File: src/rtl/j_serial_wgt_accum.sv
// Reassembles bit-serial weight chunks (LSB chunk first) into 8-bit words and accumulates
// them over a frame; the frame sum is handed off on a one-entry valid/ready output.
module j_serial_wgt_accum #(
   parameter int SHIFT_WIDTH = 8,
   parameter int ACC_WIDTH   = 24,
   parameter int LEN_W       = 18,
   parameter int SIGNED      = 1
) (
   input  logic                   clk,
   input  logic                   reset,
   input  logic                   acc_start,
   input  logic [LEN_W-1:0]       frame_len,
   output logic                   acc_idle,
   input  logic [SHIFT_WIDTH-1:0] serial_output,
   input  logic                   serial_start,
   input  logic                   serial_en,
   output logic [ACC_WIDTH-1:0]   out_data,
   output logic                   out_valid,
   input  logic                   out_ready,
   output logic                   err_misalign,
   output logic                   err_overrun,
   input  logic                   err_clr
);

   localparam int NCHUNK = 8 / SHIFT_WIDTH;

   typedef enum logic [1:0] {S_IDLE, S_ACCUM, S_DONE} state_t;

   state_t                 r_state,     w_state_nxt;
   logic [ACC_WIDTH-1:0]   r_acc,       w_acc_nxt;
   logic [LEN_W-1:0]       r_word_cnt,  w_word_cnt_nxt;
   logic [LEN_W-1:0]       r_len,       w_len_nxt;
   logic [3:0]             r_chunk_cnt, w_chunk_cnt_nxt;
   logic [7:0]             r_shreg,     w_shreg_nxt;
   logic [ACC_WIDTH-1:0]   r_out_data,  w_out_data_nxt;
   logic                   r_out_valid, w_out_valid_nxt;
   logic                   r_err_mis,   w_err_mis_nxt;
   logic                   r_err_ovr,   w_err_ovr_nxt;

   logic [3:0]             w_pos;
   logic [3:0]             w_cnt_inc;
   logic [7:0]             w_asm;
   logic [ACC_WIDTH-1:0]   w_sum;
   logic [LEN_W-1:0]       w_word_inc;
   logic                   w_start_frame;
   logic                   w_set_mis;
   logic                   w_set_ovr;

   // Widen an assembled word to the accumulator width (sign or zero fill).
   function automatic logic [ACC_WIDTH-1:0] ext_word(input logic [7:0] w);
      logic [ACC_WIDTH-1:0] r;
      r      = '0;
      r[7:0] = w;
      for (int i = 8; i < ACC_WIDTH; i++) begin
         r[i] = (SIGNED != 0) ? w[7] : 1'b0;
      end
      return r;
   endfunction

   // Accumulation wraps modulo 2^ACC_WIDTH.
   function automatic logic [ACC_WIDTH-1:0] wrap_add(input logic [ACC_WIDTH-1:0] a,
                                                     input logic [ACC_WIDTH-1:0] b);
      return a + b;
   endfunction

   assign w_start_frame = acc_start && (r_state != S_DONE);

   always_comb begin
      w_state_nxt     = r_state;
      w_acc_nxt       = r_acc;
      w_word_cnt_nxt  = r_word_cnt;
      w_len_nxt       = r_len;
      w_chunk_cnt_nxt = r_chunk_cnt;
      w_shreg_nxt     = r_shreg;
      w_out_data_nxt  = r_out_data;
      w_out_valid_nxt = r_out_valid;
      w_set_mis       = 1'b0;
      w_set_ovr       = 1'b0;

      // A start chunk always lands in slot 0, regardless of what was pending.
      w_pos     = serial_start ? 4'd0 : r_chunk_cnt;
      w_cnt_inc = w_pos + 4'd1;
      w_asm     = r_shreg;
      for (int k = 0; k < NCHUNK; k++) begin
         if (w_pos == 4'(k)) begin
            w_asm[k*SHIFT_WIDTH +: SHIFT_WIDTH] = serial_output;
         end
      end
      w_sum      = wrap_add(r_acc, ext_word(w_asm));
      w_word_inc = r_word_cnt + 1'b1;

      case (r_state)
         S_IDLE: begin
            if (serial_en) begin
               w_set_ovr = 1'b1;
            end
         end
         S_ACCUM: begin
            if (!acc_start && serial_en) begin
               if (serial_start || (r_chunk_cnt != 4'd0)) begin
                  if (serial_start && (r_chunk_cnt != 4'd0)) begin
                     w_set_mis = 1'b1;
                  end
                  w_shreg_nxt = w_asm;
                  if (w_cnt_inc == 4'(NCHUNK)) begin
                     w_acc_nxt       = w_sum;
                     w_word_cnt_nxt  = w_word_inc;
                     w_chunk_cnt_nxt = 4'd0;
                     if (w_word_inc == r_len) begin
                        w_state_nxt     = S_DONE;
                        w_out_data_nxt  = w_sum;
                        w_out_valid_nxt = 1'b1;
                     end
                  end else begin
                     w_chunk_cnt_nxt = w_cnt_inc;
                  end
               end else begin
                  w_set_mis = 1'b1;
               end
            end
         end
         S_DONE: begin
            if (serial_en) begin
               w_set_ovr = 1'b1;
            end
            if (r_out_valid && out_ready) begin
               w_state_nxt     = S_IDLE;
               w_out_valid_nxt = 1'b0;
            end
         end
         default: begin
            w_state_nxt = S_IDLE;
         end
      endcase

      // Starting (or restarting) a frame overrides any chunk activity this cycle.
      if (w_start_frame) begin
         w_acc_nxt       = '0;
         w_word_cnt_nxt  = '0;
         w_chunk_cnt_nxt = 4'd0;
         w_len_nxt       = frame_len;
         if (frame_len == '0) begin
            w_state_nxt     = S_DONE;
            w_out_data_nxt  = '0;
            w_out_valid_nxt = 1'b1;
         end else begin
            w_state_nxt = S_ACCUM;
         end
      end

      w_err_mis_nxt = err_clr ? 1'b0 : (r_err_mis | w_set_mis);
      w_err_ovr_nxt = err_clr ? 1'b0 : (r_err_ovr | w_set_ovr);
   end

   always_ff @(posedge clk) begin
      if (reset) begin
         r_state     <= S_IDLE;
         r_acc       <= '0;
         r_word_cnt  <= '0;
         r_len       <= '0;
         r_chunk_cnt <= 4'd0;
         r_shreg     <= '0;
         r_out_data  <= '0;
         r_out_valid <= 1'b0;
         r_err_mis   <= 1'b0;
         r_err_ovr   <= 1'b0;
      end else begin
         r_state     <= w_state_nxt;
         r_acc       <= w_acc_nxt;
         r_word_cnt  <= w_word_cnt_nxt;
         r_len       <= w_len_nxt;
         r_chunk_cnt <= w_chunk_cnt_nxt;
         r_shreg     <= w_shreg_nxt;
         r_out_data  <= w_out_data_nxt;
         r_out_valid <= w_out_valid_nxt;
         r_err_mis   <= w_err_mis_nxt;
         r_err_ovr   <= w_err_ovr_nxt;
      end
   end

   assign acc_idle     = (r_state == S_IDLE) && (r_chunk_cnt == 4'd0);
   assign out_data     = r_out_data;
   assign out_valid    = r_out_valid;
   assign err_misalign = r_err_mis;
   assign err_overrun  = r_err_ovr;

endmodule

File: config.mk
export PLATFORM = sky130hd
export DESIGN_NAME = j_serial_wgt_accum
export DESIGN_NICKNAME = d
export VERILOG_FILES = /design/src/rtl/j_serial_wgt_accum.sv
export SDC_FILE = /design/constraint.sdc
export NUM_CORES = 1
export LEC_CHECK = 0
export BUFFER_PORTS_ARGS = -buffer_cell sky130_fd_sc_hd__clkbuf_2
export CAP_MARGIN = 40
export CORE_ASPECT_RATIO = 1.2
export CORE_MARGIN = 4
export CORE_UTILIZATION = 54
export DETAILED_ROUTE_END_ITERATION = 6
export HOLD_SLACK_MARGIN = 0.15
export PLACE_DENSITY_LB_ADDON = 0.12
export SLEW_MARGIN = 20
export SYNTH_ARGS = -nofsm -noshare
export SYNTH_HDL_FRONTEND = slang
export SYNTH_SLANG_ARGS = --single-unit
export TNS_END_PERCENT = 30
File: constraint.sdc
create_clock -name clk -period 3.98 [get_ports clk]
set_input_delay 0.597 -clock clk [delete_from_list [all_inputs] [get_ports clk]]
set_output_delay 0.597 -clock clk [all_outputs]
set_load 0.03 [all_outputs]
==> metrics.cfg <==
[cells_and_area]
antenna-diode-count = 0
syn2layout_area_growth_pct = 15.2
post_layout_nonfiller_instances = 935
final_nets = 865
post_route_cells_drive_above_1_share_pct = 16.0

[grt]
via_count_of_the_first_global_routing_pass = 5443
globalRouteOverflowTotal = 0
grt_start_max_net_pins = 36
first_pass_grt_wire_length_um = 24800
antenna_violations_before_repair = 0
grt.total_usage_pct = 24.7

[floorplan]
core_region_area_mm2 = 0.0106
die_height_um = 122
dieArea_mm2 = 0.0126
rows = 41
die_w_um = 103
initial_utilization_pct = 55.4
ios = 61

[critical_path]
timing.critical_path.required_ps = 4270
critical_path_peak_fanout = 7
timing.critical_path.slowest_stage_cell = or4_1
cp_data_arrival_time_ps = 4000
critPathCaptureType = register
path_class = register to register
worst_setup_path_start_kind = register
timing.critical_path.cells = nor2b_1 > inv_1 > ha_1 > o21ai_2 > buf_12 > mux2i_1 > inv_1 > ha_1 > a21o_1 > nand3_1 > a211o_1 > nand2_1 > a211oi_2 > o21bai_1 > a31oi_2 > or4_1 > nand3_1
worst_path_largest_cell_delay_ps = 420

[synth]
syn_area_per_cell_um2 = 7.90
synthesized_cell_area_mm2 = 0.00586
netlist-cell-type-count = 63
synth-seq-area-share_pct = 34.5
synth_edf_count = 0
synthFlopType = dfxtp_1
ys_async_sr_fraction_pct = 0
ys.warnings.count = 0
syn_inst_count = 742
ys_ff_latch = 101
syn-num-nets = 806

[sta]
final_critical_path_setup_slack_ps = 268
clock_skew_ps = 11.8
fin_hold_viols = 0
setup_violating_endpoint_count_in_the_final_report = 0
timing.fmax_mhz = 269
worstMarginPinSlew_ps = 780
max-slew-margin-rel_pct = 48.0
setup_total_negative_slack_ps = 0
post-route-period-util_pct = 93.3
grt_setup_unrepaired = false
period_needed_ps = 3710
slew_violations = 0

[power_and_ir_drop]
worst_ir_drop_vdd_v = 0.000258
cellLeakagePower_nw = 2.80
powerDensity_mw_per_mm2 = 351

[clock_tree]
htree_num_levels = 3
tritoncts = done
cts-root-to-sink-buffers = 2
sink_count = 101
clock_root_buffer_master = clkbuf_16
cts_inserted_buffers = 9
worst_setup_hold_path_clk_slew_ps = 70
clk-insertion-delay-late_ps = 350
cts-hold-fix-buffers = 0

[place]
gp_routability_congestion = 0.922
dp.final_hpwl_um = 11100
preCtsSetupSlack_ps = -39.8
port_buffers = 60
post-place-cells = 918

[routing]
drc_errors = 0
wl_um = 15000
vias = 5455
number_of_antenna_violating_nets_in_the_routed_design = 0
detail_route.vias_per_cell = 5.83
detail_route.iter0.violations = 260
detail_route.first_pass.iterations = 5
avgRoutedWirePerCell_um = 16.0

[status]
status = complete, no violations

[worst_hold_path]
holdCritPathClass = register to register

[job]
cap_violations = 0

-- layout make-up --
cell class              instances  area [um2]
clock buffers                  10         239
well taps                     129         161
repair buffers                 89         534
multi-input cells             583        3600
inverters                      17        63.8
fillers                       942        3820
flip-flops and latches        101        2020
clock inverters                 6         134
-- Yosys cell counts, drive strengths merged (5+ instances only) --
cell	number	area share, %
a21o	10	1.3
buf	14	1.6
a31oi	7	0.75
and3	7	0.75
o21a	6	0.77
nand2b	5	0.53
mux2	7	1.3
ha	30	6.4
nand4	11	1.4
dfxtp	101	35
or3	7	0.75
and4	5	0.83
nand2	122	7.8
nand3	22	1.9
a211oi	11	1.4
and2	5	0.53
inv	17	1.1
nor3	20	1.7
xor2	24	3.6
o21ai	27	2.3
a21oi	72	6.1
xnor2	26	3.9
nor4	8	0.85
nor2	77	4.9
mux2i	20	3.4
clkbuf	27	1.7
nor2b	7	0.75
-- metal layers --
layer / vias to the layer above / wire [um] / GRT usage, %
li1: 2717 / - / -
met1: 2573 / 5990 / 27.4
met2: 128 / 7970 / 45.8
met3: 37 / 529 / 3.55
met4: 0 / 485 / 10.7
met5: - / 0 / 0
-- timing repair --
item | CTS | global route
hold endpoints to repair | 0 | 0
endpoints found under the setup margin | 0 | 6
gates resized for setup | 0 | 3
setup buffers | 0 | 0
-- cell families (layout without fill, tap and decap cells) --
kind of cell | Yosys count | in the layout | share of synthesized area, %
simple gates | 313 | 313 | 25.0
fa+ha+maj | 31 | 31 | 6.75
flops | 101 | 101 | 34.5
mux | 27 | 27 | 4.76
compound gates | 162 | 162 | 17.0
xor+xnor | 50 | 50 | 7.47
buf+inv | 58 | 122 | 4.46
-- path summary, 6_finish.rpt --
path | startpoint | end | slack, ps | cells past startpoint
worst max-delay path | r_chunk_cnt[0] | r_acc[21] | 270 | 17
worst min-delay path | out_data[16] | out_data[16] | 450 | 2
worst max register to register | r_chunk_cnt[0] | r_acc[21] | 270 | 17
worst min register to register | out_data[16] | out_data[16] | 450 | 2
-- stage by stage --
| stage | utilization [%] | cell area (um2) | power (W) | hold slack, ps |
|---|---|---|---|---|
| after floorplan | - | 5860 | 0.00123 | 441 |
| after global placement | 60.1 | 6350 | 0.00130 | 438 |
| after detailed placement | 60.1 | 6350 | 0.00131 | 447 |
| after CTS | 63.6 | 6730 | 0.00238 | 452 |
| after global routing | 63.9 | 6750 | 0.00245 | 459 |
| final | 63.9 | 6750 | 0.00237 | 454 |
-- registers in the layout (all words and copies together), names as in the netlist --
signal,count
r_word_cnt,18
err_overrun,1
r_shreg,8
out_valid,1
r_chunk_cnt,4
out_data,24
err_misalign,1
r_len,18
r_acc,24
r_state,2
-- cell usage in the layout (no fill, tap or decap), types with 3 or more instances in the layout --
cell type / Yosys / final
inv_1: 17 / 17
ha_1: 30 / 30
a21oi_1: 72 / 71
mux2_2: 6 / 6
nand2b_1: 5 / 5
nor2_1: 77 / 76
and4_1: 3 / 3
a31oi_1: 7 / 6
nand3_1: 22 / 22
xnor2_1: 26 / 26
buf_4: 1 / 27
dfxtp_1: 101 / 101
nor3_1: 20 / 20
a211oi_1: 11 / 10
nor3b_1: 3 / 3
or3_1: 7 / 7
or2_2: 4 / 4
a22oi_1: 3 / 3
clkbuf_16: 0 / 9
a21o_1: 10 / 10
o21a_1: 6 / 6
xor2_1: 24 / 24
nand2_1: 122 / 122
nor4_1: 8 / 8
nand4_1: 10 / 10
mux2i_1: 20 / 20
or4_1: 4 / 4
o21ai_0: 25 / 25
and2_1: 5 / 5
and3_1: 7 / 7
bufinv_16: 0 / 4
nor2b_1: 7 / 7
clkbuf_2: 0 / 60
o211ai_1: 3 / 3
-- worst max-delay path, delay by kind of cell, from the launching register on --
kind	cells	cell delay [ps]
fa+ha+maj	2	500
mux	1	330
simple gates	5	960
flops	1	380
buf+inv	3	330
compound gates	6	1140
-- where the power goes --
group	switching [W]	internal [W]	total, W	leakage [nW]
registers	0.0000169	0.00103	0.00105	0.817
clock network	0.000382	0.000695	0.00108	0.183
logic	0.000150	0.0000940	0.000244	1.80
No activity file was read; power rests on OpenSTA's default activity.
